### config.mk
export PLATFORM = sky130hd
export DESIGN_NAME = draw_board
export DESIGN_NICKNAME = d
export VERILOG_FILES = /design/src/rtl/draw_board.sv
export SDC_FILE = /design/constraint.sdc
export NUM_CORES = 1
export LEC_CHECK = 0
export BUFFER_PORTS_ARGS = -buffer_cell sky130_fd_sc_hd__buf_4
export CAP_MARGIN = 20
export CORE_ASPECT_RATIO = 0.5
export CORE_MARGIN = 2
export CORE_UTILIZATION = 37
export DETAILED_ROUTE_END_ITERATION = 7
export HOLD_SLACK_MARGIN = 0.1
export PLACE_DENSITY_LB_ADDON = 0.08
export SETUP_SLACK_MARGIN = 0.5
export SLEW_MARGIN = 40
export SYNTH_ARGS = -nofsm -noshare
export SYNTH_HDL_FRONTEND = slang
export SYNTH_SLANG_ARGS = --single-unit
### constraint.sdc
create_clock -name clk -period 1.72 [get_ports clk]
set_clock_uncertainty 0.15 [all_clocks]
set_input_delay 0.258 -clock clk [delete_from_list [all_inputs] [get_ports clk]]
set_output_delay 0.258 -clock clk [all_outputs]
set_load 0.1 [all_outputs]
### src/rtl/draw_board.sv
// Board renderer: maps VGA timing onto a grid of square cells, fetches each cell's type from the
// board memory and produces the pixel colour. Two register stages; VGA timing travels alongside
// so vga_out and rgb stay aligned.
module draw_board #(
  parameter int unsigned CELL_PX      = 16,
  parameter int unsigned GRID_W       = 40,
  parameter int unsigned GRID_H       = 30,
  parameter int unsigned X0           = 0,
  parameter int unsigned Y0           = 0,
  parameter logic [11:0] BG_COLOR     = 12'hAAA,
  parameter logic [11:0] LINE_COLOR   = 12'h888,
  parameter logic [11:0] EMPTY_COLOR  = 12'hCCC,
  parameter logic [11:0] S1_COLOR     = 12'h0F0,
  parameter logic [11:0] S2_COLOR     = 12'h00F,
  parameter logic [11:0] FOOD_COLOR   = 12'hF00,
  parameter int unsigned BLINK_FRAMES = 16,
  localparam int unsigned XW = (GRID_W > 1) ? $clog2(GRID_W) : 1,
  localparam int unsigned YW = (GRID_H > 1) ? $clog2(GRID_H) : 1
) (
  input  logic          clk,
  input  logic          rst,
  input  logic [10:0]   vga_in_hcount,
  input  logic [10:0]   vga_in_vcount,
  input  logic          vga_in_hblnk,
  input  logic          vga_in_vblnk,
  input  logic          vga_in_hsync,
  input  logic          vga_in_vsync,
  output logic [10:0]   vga_out_hcount,
  output logic [10:0]   vga_out_vcount,
  output logic          vga_out_hblnk,
  output logic          vga_out_vblnk,
  output logic          vga_out_hsync,
  output logic          vga_out_vsync,
  output logic [11:0]   rgb,
  output logic [XW-1:0] cell_x,
  output logic [YW-1:0] cell_y,
  input  logic [1:0]    cell_type
);

  localparam int unsigned PW = $clog2(CELL_PX);
  localparam int unsigned FW = (BLINK_FRAMES > 1) ? $clog2(BLINK_FRAMES) : 1;

  localparam logic [PW-1:0] PxLast    = PW'(CELL_PX - 1);
  localparam logic [XW-1:0] XLast     = XW'(GRID_W - 1);
  localparam logic [YW-1:0] YLast     = YW'(GRID_H - 1);
  localparam logic [FW-1:0] FrameLast = FW'(BLINK_FRAMES - 1);
  localparam logic [10:0]   HStart    = 11'(X0);
  localparam logic [10:0]   VStart    = 11'(Y0);

  logic [PW-1:0] px_q, px_d, py_q, py_d;
  logic [XW-1:0] cell_x_d;
  logic [YW-1:0] cell_y_d;
  logic          in_x_q, in_x_d, in_y_q, in_y_d;

  logic          s1_valid_q, s1_board_q, s1_line_q, s1_blank_q;
  logic [10:0]   s1_hcount_q, s1_vcount_q;
  logic          s1_hblnk_q, s1_vblnk_q, s1_hsync_q, s1_vsync_q;

  logic [FW-1:0] frame_q;
  logic          phase_q;

  logic [11:0]   empty_rgb, rgb_d;

  // Horizontal cell tracking: restart at the board's left edge, stop after the last cell.
  always_comb begin
    px_d     = px_q;
    cell_x_d = cell_x;
    in_x_d   = in_x_q;
    if (vga_in_hcount == HStart) begin
      px_d     = '0;
      cell_x_d = '0;
      in_x_d   = 1'b1;
    end else if (in_x_q) begin
      if (px_q == PxLast) begin
        if (cell_x == XLast) begin
          // Leave counters parked on the last cell so the address never exceeds the grid.
          in_x_d = 1'b0;
        end else begin
          px_d     = '0;
          cell_x_d = cell_x + 1'b1;
        end
      end else begin
        px_d = px_q + 1'b1;
      end
    end
  end

  // Vertical cell tracking, stepped once per line at hcount==0.
  always_comb begin
    py_d     = py_q;
    cell_y_d = cell_y;
    in_y_d   = in_y_q;
    if (vga_in_hcount == '0) begin
      if (vga_in_vcount == VStart) begin
        py_d     = '0;
        cell_y_d = '0;
        in_y_d   = 1'b1;
      end else if ((Y0 != 0) && (vga_in_vcount == '0)) begin
        in_y_d = 1'b0;
      end else if (in_y_q) begin
        if (py_q == PxLast) begin
          if (cell_y == YLast) begin
            in_y_d = 1'b0;
          end else begin
            py_d     = '0;
            cell_y_d = cell_y + 1'b1;
          end
        end else begin
          py_d = py_q + 1'b1;
        end
      end
    end
  end

  // Stage 1: register counters, board address and per-pixel flags with the timing.
  always_ff @(posedge clk) begin
    if (rst) begin
      px_q        <= '0;
      py_q        <= '0;
      cell_x      <= '0;
      cell_y      <= '0;
      in_x_q      <= 1'b0;
      in_y_q      <= 1'b0;
      s1_valid_q  <= 1'b0;
      s1_board_q  <= 1'b0;
      s1_line_q   <= 1'b0;
      s1_blank_q  <= 1'b0;
      s1_hcount_q <= '0;
      s1_vcount_q <= '0;
      s1_hblnk_q  <= 1'b0;
      s1_vblnk_q  <= 1'b0;
      s1_hsync_q  <= 1'b0;
      s1_vsync_q  <= 1'b0;
    end else begin
      px_q        <= px_d;
      py_q        <= py_d;
      cell_x      <= cell_x_d;
      cell_y      <= cell_y_d;
      in_x_q      <= in_x_d;
      in_y_q      <= in_y_d;
      s1_valid_q  <= 1'b1;
      s1_board_q  <= in_x_d & in_y_d;
      s1_line_q   <= (px_d == '0) | (py_d == '0);
      s1_blank_q  <= vga_in_hblnk | vga_in_vblnk;
      s1_hcount_q <= vga_in_hcount;
      s1_vcount_q <= vga_in_vcount;
      s1_hblnk_q  <= vga_in_hblnk;
      s1_vblnk_q  <= vga_in_vblnk;
      s1_hsync_q  <= vga_in_hsync;
      s1_vsync_q  <= vga_in_vsync;
    end
  end

  // Food blink: count frames at the frame origin, toggle phase on counter wrap.
  always_ff @(posedge clk) begin
    if (rst) begin
      frame_q <= '0;
      phase_q <= 1'b0;
    end else if ((vga_in_hcount == '0) && (vga_in_vcount == '0)) begin
      if (frame_q == FrameLast) begin
        frame_q <= '0;
        phase_q <= ~phase_q;
      end else begin
        frame_q <= frame_q + 1'b1;
      end
    end
  end

  // Stage 2 colour select; s1_valid suppresses the bubble left by reset.
  always_comb begin
    empty_rgb = s1_line_q ? LINE_COLOR : EMPTY_COLOR;
    rgb_d     = '0;
    if (!s1_valid_q || s1_blank_q) begin
      rgb_d = '0;
    end else if (!s1_board_q) begin
      rgb_d = BG_COLOR;
    end else begin
      unique case (cell_type)
        2'd1:    rgb_d = S1_COLOR;
        2'd2:    rgb_d = S2_COLOR;
        2'd3:    rgb_d = phase_q ? empty_rgb : FOOD_COLOR;
        default: rgb_d = empty_rgb;
      endcase
    end
  end

  // Stage 2: register colour together with the delayed timing.
  always_ff @(posedge clk) begin
    if (rst) begin
      rgb            <= '0;
      vga_out_hcount <= '0;
      vga_out_vcount <= '0;
      vga_out_hblnk  <= 1'b0;
      vga_out_vblnk  <= 1'b0;
      vga_out_hsync  <= 1'b0;
      vga_out_vsync  <= 1'b0;
    end else begin
      rgb            <= rgb_d;
      vga_out_hcount <= s1_hcount_q;
      vga_out_vcount <= s1_vcount_q;
      vga_out_hblnk  <= s1_hblnk_q;
      vga_out_vblnk  <= s1_vblnk_q;
      vga_out_hsync  <= s1_hsync_q;
      vga_out_vsync  <= s1_vsync_q;
    end
  end

endmodule
==> impl_metrics.json <==
{
  "vdd_drop_max_mv": 0.562,
  "final-setup-viol-count": 4,
  "synth_area_sq_mm": 0.00342,
  "cts_tree": "yes",
  "avgViaCountPerCell": 4.66,
  "groute.usage.overall": 0.173,
  "die_h_um": 71.9,
  "grt_max_degree": 36,
  "path_delay_family": "simple AND/OR/NAND/NOR gates",
  "p_comb_frac": 0.129,
  "status": "finished with violations",
  "antenna_found_initial": 0,
  "nFillCells": 626,
  "clk_pin_slew_ns": 0.07,
  "drive_gt1_frac": 0.502,
  "ant_nets": 0,
  "gp_congestion": 0.830,
  "clkPwrFrac": 0.394,
  "rows": 24,
  "max_slew_margin": 0.727,
  "antenna_cells": 0,
  "fin_nets": 533,
  "maxCapViolCount": 0,
  "wl_per_cell_um": 13.8,
  "cts_max_path_buffers": 2,
  "synthesis.nets": 380,
  "via_count": 2866,
  "final_hold_viol_count": 0,
  "arrival_ns": 1.82,
  "powerDensity_mw_per_mm2": 779,
  "internal_power_uw": 3540,
  "core_area_sq_mm": 0.00883,
  "leakage_uw": 0.00246,
  "seqPwrFrac": 0.477,
  "swShare": 0.256,
  "die-area_sq_mm": 0.0101,
  "worstMarginPinSlew_ns": 0.409,
  "hpwl_um": 5400,
  "start_util": 0.387,
  "violations": "negative setup slack",
  "clk_latency_ns": 0.33,
  "totalWireLength_um": 8500,
  "dr.pass1.iters": 4,
  "crit_chain": "ha_4, and4bb_4, a211oi_4, and4_4, nand3_2, xor2_1, nor2_1",
  "slew_violations": 0,
  "crit_path_max_fanout": 4,
  "p_total_uw": 4760,
  "worstPathRequired_ns": 1.80,
  "cp.buffers_inverters": 0,
  "grt-ovfl-total": 0,
  "fmax_mhz": 575,
  "startpoint_type": "flip-flop",
  "synth-seq-area-share": 0.551,
  "ys_warn_count": 0,
  "p_sw_uw": 1220,
  "portBuffers": 78,
  "rsz0062_at_grt": "yes",
  "synth_cell_type_count": 39,
  "cts.sinks": 94,
  "h-tree-depth": 3,
  "die_x_um": 140,
  "ios": 79,
  "grt_pass1_vias": 2899,
  "syn_avg_cell_area_sq_um": 10.0,
  "critPathKind": "flip-flop to flip-flop",
  "setup_tns_ns": -0.0303,
  "cts_buffers": 9,
  "fin_ws_ns": -0.0183,
  "multiInputGateArea_sq_mm": 0.00168,
  "grt_pass1_wl_um": 13800,
  "synth_seq_cells": 94,
  "seqCellArea_sq_mm": 0.00198,
  "syn_inst": 340,
  "dr.first_iter.drc_count": 123,
  "route.detailed.drc": 0,
  "cpPeakStageDelay_ns": 0.36,
  "syn2layout_area_growth_pct": 78.7,
  "final.period_utilization": 1.01,
  "root_buffer": "clkbuf_16",
  "end_kind": "flip-flop",
  "critPathSlowestCell": "dfxtp_4",
  "fin_crit_ns": 1.74,
  "hold_class": "input port to flip-flop"
}
## worst register-to-register path, stage by stage (launching register included)
cell	delay, ns
dfxtp_4	0.36
ha_4	0.16
and4bb_4	0.23
a211oi_4	0.23
and4_4	0.27
nand3_2	0.08
xor2_1	0.13
nor2_1	0.05
## cell type report
cell class,count,area share
Tap cell,117,0.0240
Clock inverter,6,0.00861
Clock buffer,10,0.0391
Timing Repair Buffer,154,0.323
Multi-Input combinational cell,225,0.276
Inverter,9,0.00553
Sequential cell,94,0.324
## logic make-up (layout without fill, tap and decap cells)
family	after synthesis	after routing	share of synthesized area
xor gates and xnor gates	10	10	0.0256
adders and majority gates	10	10	0.0366
AOI/OAI and AO/OA	50	50	0.0919
muxes	2	2	0.00586
buffers and inverters	21	179	0.0234
and+or+nand+nor	153	153	0.266
DFF	94	94	0.551
## state kept, by name, summed over array words and instances, names as in the netlist, 4 cells and up
register,count
vga_out_hcount,11
px_q,4
cell_x,6
cell_y,5
s1_vcount_q,11
frame_q,4
rgb,12
s1_hcount_q,11
vga_out_vcount,11
py_q,4
## Yosys cell counts
library cell / count / area (sq um)
dfxtp_1: 94 / 1880
nor2b_1: 54 / 338
nor2_1: 31 / 116
a21oi_1: 26 / 130
nand2_1: 24 / 90.1
clkbuf_1: 11 / 41.3
nor3_1: 11 / 55.1
ha_1: 10 / 125
inv_1: 9 / 33.8
o21ai_0: 9 / 45.0
xor2_1: 8 / 70.1
nand3_1: 6 / 30.0
nand4_1: 5 / 31.3
nor4_4: 4 / 85.1
a31oi_1: 3 / 18.8
and3_1: 3 / 18.8
a211oi_1: 2 / 15.0
a311oi_1: 2 / 17.5
a41o_1: 2 / 20.0
and2_1: 2 / 12.5
and4_1: 2 / 17.5
mux2i_1: 2 / 20.0
nand3_2: 2 / 20.0
or3_1: 2 / 12.5
xnor2_1: 2 / 17.5
a2111oi_2: 1 / 15.0
a211oi_4: 1 / 20.0
a21o_1: 1 / 7.51
a32oi_1: 1 / 8.76
and4bb_4: 1 / 16.3
buf_2: 1 / 5.00
nand2b_1: 1 / 6.26
nand3_4: 1 / 17.5
nand3b_1: 1 / 7.51
nor2_8: 1 / 20.0
nor4_1: 1 / 6.26
o22ai_1: 1 / 6.26
o311a_1: 1 / 10.0
or2_2: 1 / 6.26
## metrics by stage
step	util	cells	hold WS (ns)	setup slack [ns]	area [sq um]
after floorplan	-	340	0.236	-0.227	3560
after global placement	0.506	552	0.270	-0.180	4470
after detailed placement	0.506	552	0.271	-0.236	4470
after CTS	0.673	606	0.104	-0.0148	5940
after global routing	0.691	615	0.115	-0.114	6100
final	0.691	615	0.114	-0.0183	6100
## repair_timing
item	in CTS	in global routing
pin swaps	31	20
gates resized for setup	200	19
buffers inserted	10	9
hold buffers	27	0
hold endpoints to repair	27	0
setup endpoints to repair	77	77
gates cloned	1	0
## layout by cell type, fill, tap and decap left out, types with 3 or more instances in the layout
| cell | synthesis | routed |
|---|---|---|
| nand3_1 | 6 | 3 |
| nand2_4 | 0 | 3 |
| buf_12 | 0 | 51 |
| buf_4 | 0 | 53 |
| buf_6 | 0 | 21 |
| nor3_1 | 11 | 6 |
| clkbuf_16 | 0 | 9 |
| nand3_2 | 2 | 4 |
| dlygate4sd3_1 | 0 | 27 |
| nand2_2 | 0 | 4 |
| o21ai_0 | 9 | 6 |
| dfxtp_4 | 0 | 11 |
| nand4_1 | 5 | 5 |
| nor3_2 | 0 | 4 |
| nor2b_1 | 54 | 54 |
| xor2_1 | 8 | 8 |
| ha_1 | 10 | 6 |
| nor2_1 | 31 | 30 |
| a21oi_1 | 26 | 15 |
| inv_1 | 9 | 8 |
| a21oi_2 | 0 | 10 |
| ha_4 | 0 | 3 |
| nor4_4 | 4 | 4 |
| dfxtp_1 | 94 | 41 |
| dfxtp_2 | 0 | 42 |
| nand2_1 | 24 | 17 |
## power groups by stage
stage	Combinational [uW]	Sequential [uW]	Clock [uW]
after CTS	611	2270	1950
after global routing	644	2270	2030
after floorplan	95.2	2530	0
after global placement	466	2300	0
after detailed placement	470	2300	0
final	614	2270	1870
## worst paths after layout
kind | from | to | slack, ns | depth (start not counted)
setup / recovery | cell_x[1] | cell_x[5] | -0.02 | 7
hold / removal | cell_type[1] | rgb[7] | 0.11 | 4
setup reg to reg | cell_x[1] | cell_x[5] | -0.02 | 7
hold reg to reg | s1_hcount_q[8] | vga_out_hcount[8] | 0.28 | 1
## metal layers
metal	wire length (um)	share of wire	GRT usage	vias to the layer above
met1	3780	0.45	0.209	1346
met4	71	0.0084	0.0400	0
met5	0	0	0	-
met2	4330	0.51	0.309	57
met3	316	0.037	0.0515	6
li1	-	-	-	1457
(Power assumes the default switching activity.)
